$ cat src/rtl/seg7_scan_driver.sv
// Multiplexed N-digit 7-segment scan driver with double-buffered display data,
// BCD/hex decode, decimal points, leading-zero blanking and an anti-ghost blank gap.
module seg7_scan_driver #(
    parameter int N_DIGITS    = 8,
    parameter int CLK_DIV     = 50000,
    parameter int BLANK_CYC   = 2,
    parameter int SEG_ACT_LOW = 0,
    parameter int DIG_ACT_LOW = 0
) (
    input  logic                    clk,
    input  logic                    rst,
    input  logic                    load,
    input  logic [4*N_DIGITS-1:0]   value,
    input  logic [N_DIGITS-1:0]     dp,
    input  logic                    hex_mode,
    input  logic                    blank_lz,
    output logic [7:0]              seg,
    output logic [N_DIGITS-1:0]     dig_sel,
    output logic                    frame_done
);

    localparam int IDX_W = $clog2(N_DIGITS);
    localparam int DIV_W = (CLK_DIV > 1) ? $clog2(CLK_DIV) : 1;
    localparam logic [7:0]          SEG_OFF = (SEG_ACT_LOW != 0) ? 8'hFF : 8'h00;
    localparam logic [N_DIGITS-1:0] DIG_OFF = (DIG_ACT_LOW != 0) ? {N_DIGITS{1'b1}} : {N_DIGITS{1'b0}};
    localparam logic [N_DIGITS-1:0] DIG_ONE = {{(N_DIGITS-1){1'b0}}, 1'b1};

    function automatic logic [6:0] decode_nib(input logic [3:0] nib, input logic hex);
        logic [6:0] s;
        case (nib)
            4'h0: s = 7'h3F;
            4'h1: s = 7'h06;
            4'h2: s = 7'h5B;
            4'h3: s = 7'h4F;
            4'h4: s = 7'h66;
            4'h5: s = 7'h6D;
            4'h6: s = 7'h7D;
            4'h7: s = 7'h07;
            4'h8: s = 7'h7F;
            4'h9: s = 7'h6F;
            4'hA: s = hex ? 7'h77 : 7'h00;
            4'hB: s = hex ? 7'h7C : 7'h00;
            4'hC: s = hex ? 7'h39 : 7'h00;
            4'hD: s = hex ? 7'h5E : 7'h00;
            4'hE: s = hex ? 7'h79 : 7'h00;
            default: s = hex ? 7'h71 : 7'h00;
        endcase
        return s;
    endfunction

    logic [4*N_DIGITS-1:0] shd_value, act_value;
    logic [N_DIGITS-1:0]   shd_dp, act_dp;
    logic                  shd_hex, act_hex;
    logic                  shd_blz, act_blz;
    logic                  pending;

    logic [DIV_W-1:0]      div_p0;
    logic [IDX_W-1:0]      idx_p0;
    logic                  div_wrap, idx_last, frame_wrap;

    logic [7:0]            seg_p1;
    logic [N_DIGITS-1:0]   dig_sel_p1;
    logic                  frame_done_p1;

    assign div_wrap   = (div_p0 == DIV_W'(CLK_DIV - 1));
    assign idx_last   = (idx_p0 == IDX_W'(N_DIGITS - 1));
    assign frame_wrap = div_wrap & idx_last;

    // ---- stage p0: dwell/index counters and display buffers ----
    always_ff @(posedge clk) begin
        if (rst) begin
            div_p0    <= '0;
            idx_p0    <= '0;
            pending   <= 1'b0;
            shd_value <= '0;
            shd_dp    <= '0;
            shd_hex   <= 1'b0;
            shd_blz   <= 1'b0;
            act_value <= '0;
            act_dp    <= '0;
            act_hex   <= 1'b0;
            act_blz   <= 1'b0;
        end else begin
            if (div_wrap) begin
                div_p0 <= '0;
                idx_p0 <= idx_last ? '0 : idx_p0 + 1'b1;
            end else begin
                div_p0 <= div_p0 + 1'b1;
            end

            if (load) begin
                shd_value <= value;
                shd_dp    <= dp;
                shd_hex   <= hex_mode;
                shd_blz   <= blank_lz;
            end

            // Commit reads the old shadow even if a load lands in the same cycle.
            if (frame_wrap && pending) begin
                act_value <= shd_value;
                act_dp    <= shd_dp;
                act_hex   <= shd_hex;
                act_blz   <= shd_blz;
            end

            if (load)
                pending <= 1'b1;
            else if (frame_wrap)
                pending <= 1'b0;
        end
    end

    logic [N_DIGITS-1:0] lz_blank;
    logic                zero_run;
    logic [3:0]          cur_nib;
    logic [7:0]          seg_raw;
    logic                in_blank;

    // A digit is blanked only while every digit from the top down to it is zero.
    always_comb begin
        zero_run = act_blz;
        lz_blank = '0;
        for (int i = N_DIGITS - 1; i >= 1; i--) begin
            zero_run    = zero_run & (act_value[4*i +: 4] == 4'd0);
            lz_blank[i] = zero_run;
        end
    end

    assign cur_nib  = act_value[{idx_p0, 2'b00} +: 4];
    assign seg_raw  = {act_dp[idx_p0], lz_blank[idx_p0] ? 7'h00 : decode_nib(cur_nib, act_hex)};
    assign in_blank = (div_p0 < DIV_W'(BLANK_CYC));

    // ---- stage p1: registered pin drivers ----
    always_ff @(posedge clk) begin
        if (rst) begin
            seg_p1        <= SEG_OFF;
            dig_sel_p1    <= DIG_OFF;
            frame_done_p1 <= 1'b0;
        end else begin
            seg_p1        <= (in_blank ? 8'h00 : seg_raw) ^ SEG_OFF;
            dig_sel_p1    <= (in_blank ? '0 : (DIG_ONE << idx_p0)) ^ DIG_OFF;
            frame_done_p1 <= frame_wrap;
        end
    end

    assign seg        = seg_p1;
    assign dig_sel    = dig_sel_p1;
    assign frame_done = frame_done_p1;

endmodule

$ cat config.mk
export PLATFORM = sky130hd
export DESIGN_NAME = seg7_scan_driver
export DESIGN_NICKNAME = d
export VERILOG_FILES = /design/src/rtl/seg7_scan_driver.sv
export SDC_FILE = /design/constraint.sdc
export NUM_CORES = 1
export LEC_CHECK = 0
export CAP_MARGIN = 10
export CORE_MARGIN = 3
export CORE_UTILIZATION = 37
export DETAILED_ROUTE_END_ITERATION = 10
export SLEW_MARGIN = 10
export SYNTH_ARGS = -nofsm -noshare
export SYNTH_HDL_FRONTEND = slang
export SYNTH_SLANG_ARGS = --single-unit
$ cat constraint.sdc
create_clock -name clk -period 4.9 [get_ports clk]
set_clock_uncertainty 0.05 [all_clocks]
set_input_delay 0.735 -clock clk [delete_from_list [all_inputs] [get_ports clk]]
set_output_delay 0.735 -clock clk [all_outputs]
set_load 0.03 [all_outputs]
Yosys cells after proc, flatten, opt, wreduce, memory -nomap -nowiden
Cells that the tools add are included.

$add $sub $neg: 2. Shifts and indexed selects: 2. Mux-type cells: 14. Reductions and logical operators: 13. Bitwise gates (word level): 8. Order comparisons: 2. Eq/ne operators: 16.

Operators with widths (count): 7-bit case mux with 15 select lines (1); 7-bit 2-to-1 mux (5); 4-bit logical NOT (8); 32-bit by 6-bit indexed part select with 4-bit output (1); 4-bit equality test (second input constant) (7); 16-bit by 1-bit adder with 16-bit output (second input constant) (1); 16-bit equality test (second input constant) (1); 4-bit by 3-bit equality test with 1-bit output (second input constant) (4); 16-bit by 2-bit less-than comparator with 1-bit output (second input constant) (1); 1-bit AND (8); 4-bit by 2-bit equality test with 1-bit output (second input constant) (2); 1-bit by 3-bit << shifter with 8-bit output (first input constant) (1); 1-bit binary-select mux with 3-bit select (2); 6-bit 2-to-1 mux (1); 4-bit by 1-bit equality test with 1-bit output (second input constant) (1); 3-bit by 4-bit less-than comparator with 1-bit output (second input constant) (1); 1-bit 2-to-1 mux (4); 2-bit OR reduction (2); 3-bit by 1-bit adder with 3-bit output (second input constant) (1); 3-bit equality test (second input constant) (1); 3-bit 2-to-1 mux (1); 3-bit OR reduction (1); 2-bit nonzero test (1); 1-bit logical AND (1).

Logic and storage cells: 72. Input port bits: 45. Output and inout port bits: 17. Register bits: 121.

Depth between registers and ports, before layout
Word-level depth: 11. Mapped depth: 9. Depth with buffers taken out: 7.

Worst setup path after synthesis
Ideal clock, no wire load.

Path type: register -> register. Start: register idx_p0[0]. End: register seg_p1[0], in the netlist seg[0]. Buffers on the path: 3. Slack: 2.803 ns. Arrival time: 1.913 ns. Library setup time: 0.134 ns. Clock period less this slack: 2.097 ns. Required time: 4.716 ns. Cell stages (with the launch flop): 10. Path through: dfxtp_1 > buf_6 > buf_6 > mux2i_1 > o22ai_1 > a221o_1 > buf_6 > mux2_4 > a222oi_1 > nor2_1.

Longest elaborated chain between the ends: 3. Elaborated cells between the ends (all ways): 20. Those cells by class: eq/ne (14); shift (1); mux (3); reduce/logical (2).

RTL lines: start: declaration (line 58) `logic [IDX_W-1:0] idx_p0;`; start signal: assignment (line 86) `idx_p0 <= idx_last ? '0 : idx_p0 + 1'b1;`; 32-bit by 6-bit indexed part select with 4-bit output or 1-bit binary-select mux with 3-bit select (tied branches) (line 129, 130); 4-bit equality test (tied with other cells) (line 30) `case (nib)`; 7-bit case mux with 15 select lines or 3-bit OR reduction (tied branches); end signal: assignment (line 140) `seg_p1 <= (in_blank ? 8'h00 : seg_raw) ^ SEG_OFF;`; end: declaration (line 61) `logic [7:0] seg_p1;`.

Several ways; a longest one is shown, not always the timed one. The select of a mux whose other input is x is not followed. A chain may end at the register's enable or synchronous reset.

Worst setup path in the final report
Start: register idx_p0[1]. End: register act_value[9].

Longest elaborated chain between the ends: 3.

RTL lines: 3-bit equality test (line 66) `assign idx_last = (idx_p0 == IDX_W'(N_DIGITS - 1));`; 1-bit AND (line 67) `assign frame_wrap = div_wrap & idx_last;`; 1-bit logical AND (line 99) `if (frame_wrap && pending) begin`; end signal: assignment (line 100) `act_value <= shd_value;`; end: declaration (line 51) `logic [4*N_DIGITS-1:0] shd_value, act_value;`.

Every way passes these cells.

==> results.json <==
{
  "wl_per_cell_um": 13.6,
  "synth_area_um2": 5030,
  "routed_wl_mm": 10.6,
  "crit_path_end_kind": "flop",
  "dr.pass1.iters": 4,
  "cp_slowest_cell": "and3_1",
  "min_from": "act_value[2]$_SDFFE_PP0P_",
  "placed_cell_area_um2": 5680,
  "r2r_start": "idx_p0[1]$_SDFFE_PP0N_",
  "cp_top_family": "simple AND/OR/NAND/NOR gates",
  "diodes": 0,
  "period_needed_ns": 2.86,
  "synth_xor_area_share_pct": 2.61,
  "post_cts_buffers": 0,
  "internal_power_mw": 1.87,
  "drtAntennaViolNets": 0,
  "cp-start-kind": "flop",
  "hold_path_end": "act_value[2]$_SDFFE_PP0P_",
  "area_delta_synth_final_pct": 24.2,
  "p_comb_share_pct": 5.3,
  "via_count": 3892,
  "path_cells": "ha_1 > ha_1 > and3_1 > buf_4 > nand2_1 > a21oi_1",
  "path_clk_slew_ns": 0.05,
  "ys_types": 45,
  "stdcell_area_um2": 6250,
  "cts_made_buffers": 17,
  "hold_class": "flop to flop",
  "drive_gt1_share_pct": 8.48,
  "clock_sinks": 121,
  "drv_slew": 0,
  "die_w_um": 123,
  "grt_max_degree": 92,
  "synth_seq_cells": 121,
  "clock-root-buffer": "clkbuf_16",
  "synth_compound_area_share_pct": 10.2,
  "syn_inst": 552,
  "outcome": "complete, no violations",
  "fin_setup_tns_ns": 0,
  "period_share_pct": 58.4,
  "syn_avg_cell_area_um2": 9.12,
  "crit_start": "idx_p0[1]$_SDFFE_PP0N_",
  "cts_buffer_depth": 2,
  "holdWs_ns": 0.399,
  "globalplace.congestion": 0.806,
  "io_pins": 62,
  "yosysWarnings": 0,
  "reg2reg_slack_ns": 2.04,
  "num_rows": 41,
  "maxCapViolCount": 0,
  "port-buffer-count": 61,
  "synth_top_family_by_area": "simple AND/OR/NAND/NOR gates",
  "synth_simple_gate_area_share_pct": 19.9,
  "cpMostUsedCell": "ha_1",
  "relSlewSlack_pct": 29.2,
  "antenna_found_initial": 0,
  "cts_tree": "done",
  "grt_usage_pct": 15.5,
  "ir_worst_vdd_uv": 246,
  "worstPathArrival_ns": 3.14,
  "n_fill_cell": 1241,
  "cts_max_level": 4,
  "grt_pass1_vias": 3817,
  "synth_adder_area_share_pct": 1.49,
  "drc": 0,
  "path_class": "flop to flop",
  "synthMuxAreaShare_pct": 13.2,
  "r2r_end": "act_value[9]$_SDFFE_PP0P_",
  "start_util_pct": 38.8,
  "totalPowerFinal_mw": 2.36,
  "dpl.hpwl_mm": 7.48,
  "switching_share_pct": 20.5,
  "synth_edf_count": 0,
  "via_per_inst": 4.96,
  "cts.repair.resized": 0,
  "ys_seq_area_share_pct": 48.1,
  "cts_hold_buffers": 0,
  "drt_iter0_drc": 212,
  "synth_ff_type": "dfxtp_1",
  "crit_path_max_incr_delay_ns": 0.89,
  "rsz0062_at_grt": "false",
  "reg2reg_depth": 6,
  "finalSetupViolCount": 0,
  "power-per-cell-area_nw_per_um2": 377,
  "die_area_um2": 15000,
  "worstPathMaxFanout": 30,
  "p_leak_nw": 2.36,
  "synth-async-reset-ratio_pct": 0,
  "p_clk_share_pct": 50.9,
  "synth_fp_nets": 603,
  "coreArea_um2": 13000,
  "worstPathRequired_ns": 5.18,
  "power.switching_uw": 484,
  "finalHoldViolCount": 0,
  "critPathBufInv": 1,
  "max_freq_mhz": 349,
  "worstMarginPinSlew_ns": 1.06,
  "min_delay_path_depth": 2,
  "seq_power_share_pct": 43.7,
  "clkLatencyLatePin_ns": 0.41,
  "grt-ovfl-total": 0,
  "fp.dieH_um": 123,
  "grt_first_pass_wirelength_mm": 18.4,
  "nets": 652
}
[Yosys cell counts, drive strengths merged, types with 7 or more instances]
cell | number | area (µm²)
o21ai | 7 | 35.0
a21oi | 57 | 293
dfxtp | 121 | 2420
xnor2 | 9 | 78.8
nor2 | 70 | 263
nand3 | 13 | 65.1
and3 | 17 | 106
nor4 | 12 | 96.3
buf | 15 | 130
mux2i | 51 | 510
nand2 | 98 | 368
clkbuf | 22 | 82.6
[worst reg2reg max path, delay by kind of cell, from the launching register on]
kind,cells,cell delay (ns)
AOI/OAI and AO/OA,1,0.14
DFF,1,0.76
adders and majority gates,2,0.55
and+or+nand+nor,2,0.96
buffers and inverters,1,0.34
[placed cells by master (no fill, tap or decap), types with 3 or more instances in the layout]
cell             count
and2_1               3
clkinv_2             4
buf_4                6
mux2i_1             51
mux4_2               4
xnor2_1              9
ha_1                 6
nand2_1             98
mux2_2               3
nor4_1              10
bufinv_16            3
clkdlybuf4s50_1     59
a21oi_1             55
clkbuf_1             5
nand3_1             13
and3_1              17
dfxtp_1            121
inv_1                4
o22ai_1              4
o21ai_0              7
nand2b_1             4
clkbuf_16           17
xor2_1               6
nor2_1              70
[registers in the layout (all words and copies together) (netlist names)]
register,count
act_hex,1
shd_hex,1
frame_done,1
shd_blz,1
shd_dp,8
idx_p0,3
seg,8
div_p0,16
act_value,32
dig_sel,8
pending,1
shd_value,32
act_dp,8
act_blz,1
[routing by layer]
metal	global-route usage (%)	wire, µm	part of all wire (%)	vias up
met5	0	0	0	-
met4	5.88	177	1.7	0
met3	5.35	553	5.2	13
met2	24.7	5030	47	86
met1	19.4	4880	46	1807
li1	-	-	-	1986
[metrics by stage]
step                utilization, %  setup slack (ns)  cells
floorplan                        -              2.80    552
global placement              43.8              2.08    754
detailed placement            43.8              2.02    754
CTS                           48.2              1.99    785
global route                  48.2              1.70    785
finish                        48.2              2.04    785
[final cells by class]
type / instances / area, µm² / share of cell area [%]
tap: 172 / 215 / 3.44
sequential: 121 / 2420 / 38.8
multi-input combinational: 390 / 2380 / 38.1
timing repair buffer: 67 / 646 / 10.3
clock inverter: 9 / 125 / 2.00
inverter: 4 / 15.0 / 0.240
clock buffer: 22 / 444 / 7.11
[power groups by stage]
| stage | Combinational (mW) | Clock (mW) | Sequential [mW] |
|---|---|---|---|
| 3_3_place_gp | 0.125 | 0 | 1.05 |
| 3_5_place_dp | 0.128 | 0 | 1.05 |
| 2_1_floorplan | 0.0597 | 0 | 1.06 |
| 6_report | 0.126 | 1.20 | 1.03 |
| 4_1_cts | 0.128 | 1.23 | 1.03 |
| 5_1_grt | 0.139 | 1.27 | 1.03 |
[worst max path at each step]
| stage | slack [ns] | cells past startpoint | end |
|---|---|---|---|
| floorplan | 2.80 | 9 | seg[0]$_SDFF_PP0_ |
| global placement | 2.08 | 7 | act_value[8]$_SDFFE_PP0P_ |
| detailed placement | 2.02 | 6 | act_value[9]$_SDFFE_PP0P_ |
| CTS | 1.99 | 6 | act_value[13]$_SDFFE_PP0P_ |
| global route | 1.70 | 6 | act_value[13]$_SDFFE_PP0P_ |
| finish | 2.04 | 6 | act_value[9]$_SDFFE_PP0P_ |
[cells by family (layout without fill, tap and decap cells)]
logic type	Yosys count	after routing
multiplexers	60	60
XOR/XNOR	15	15
flip-flops	121	121
buffers and inverters	41	102
adder cells (fa/ha/maj)	6	6
AO/OA/AOI/OAI	83	83
AND/OR/NAND/NOR	226	226
Power figures use the tool's default switching activity.
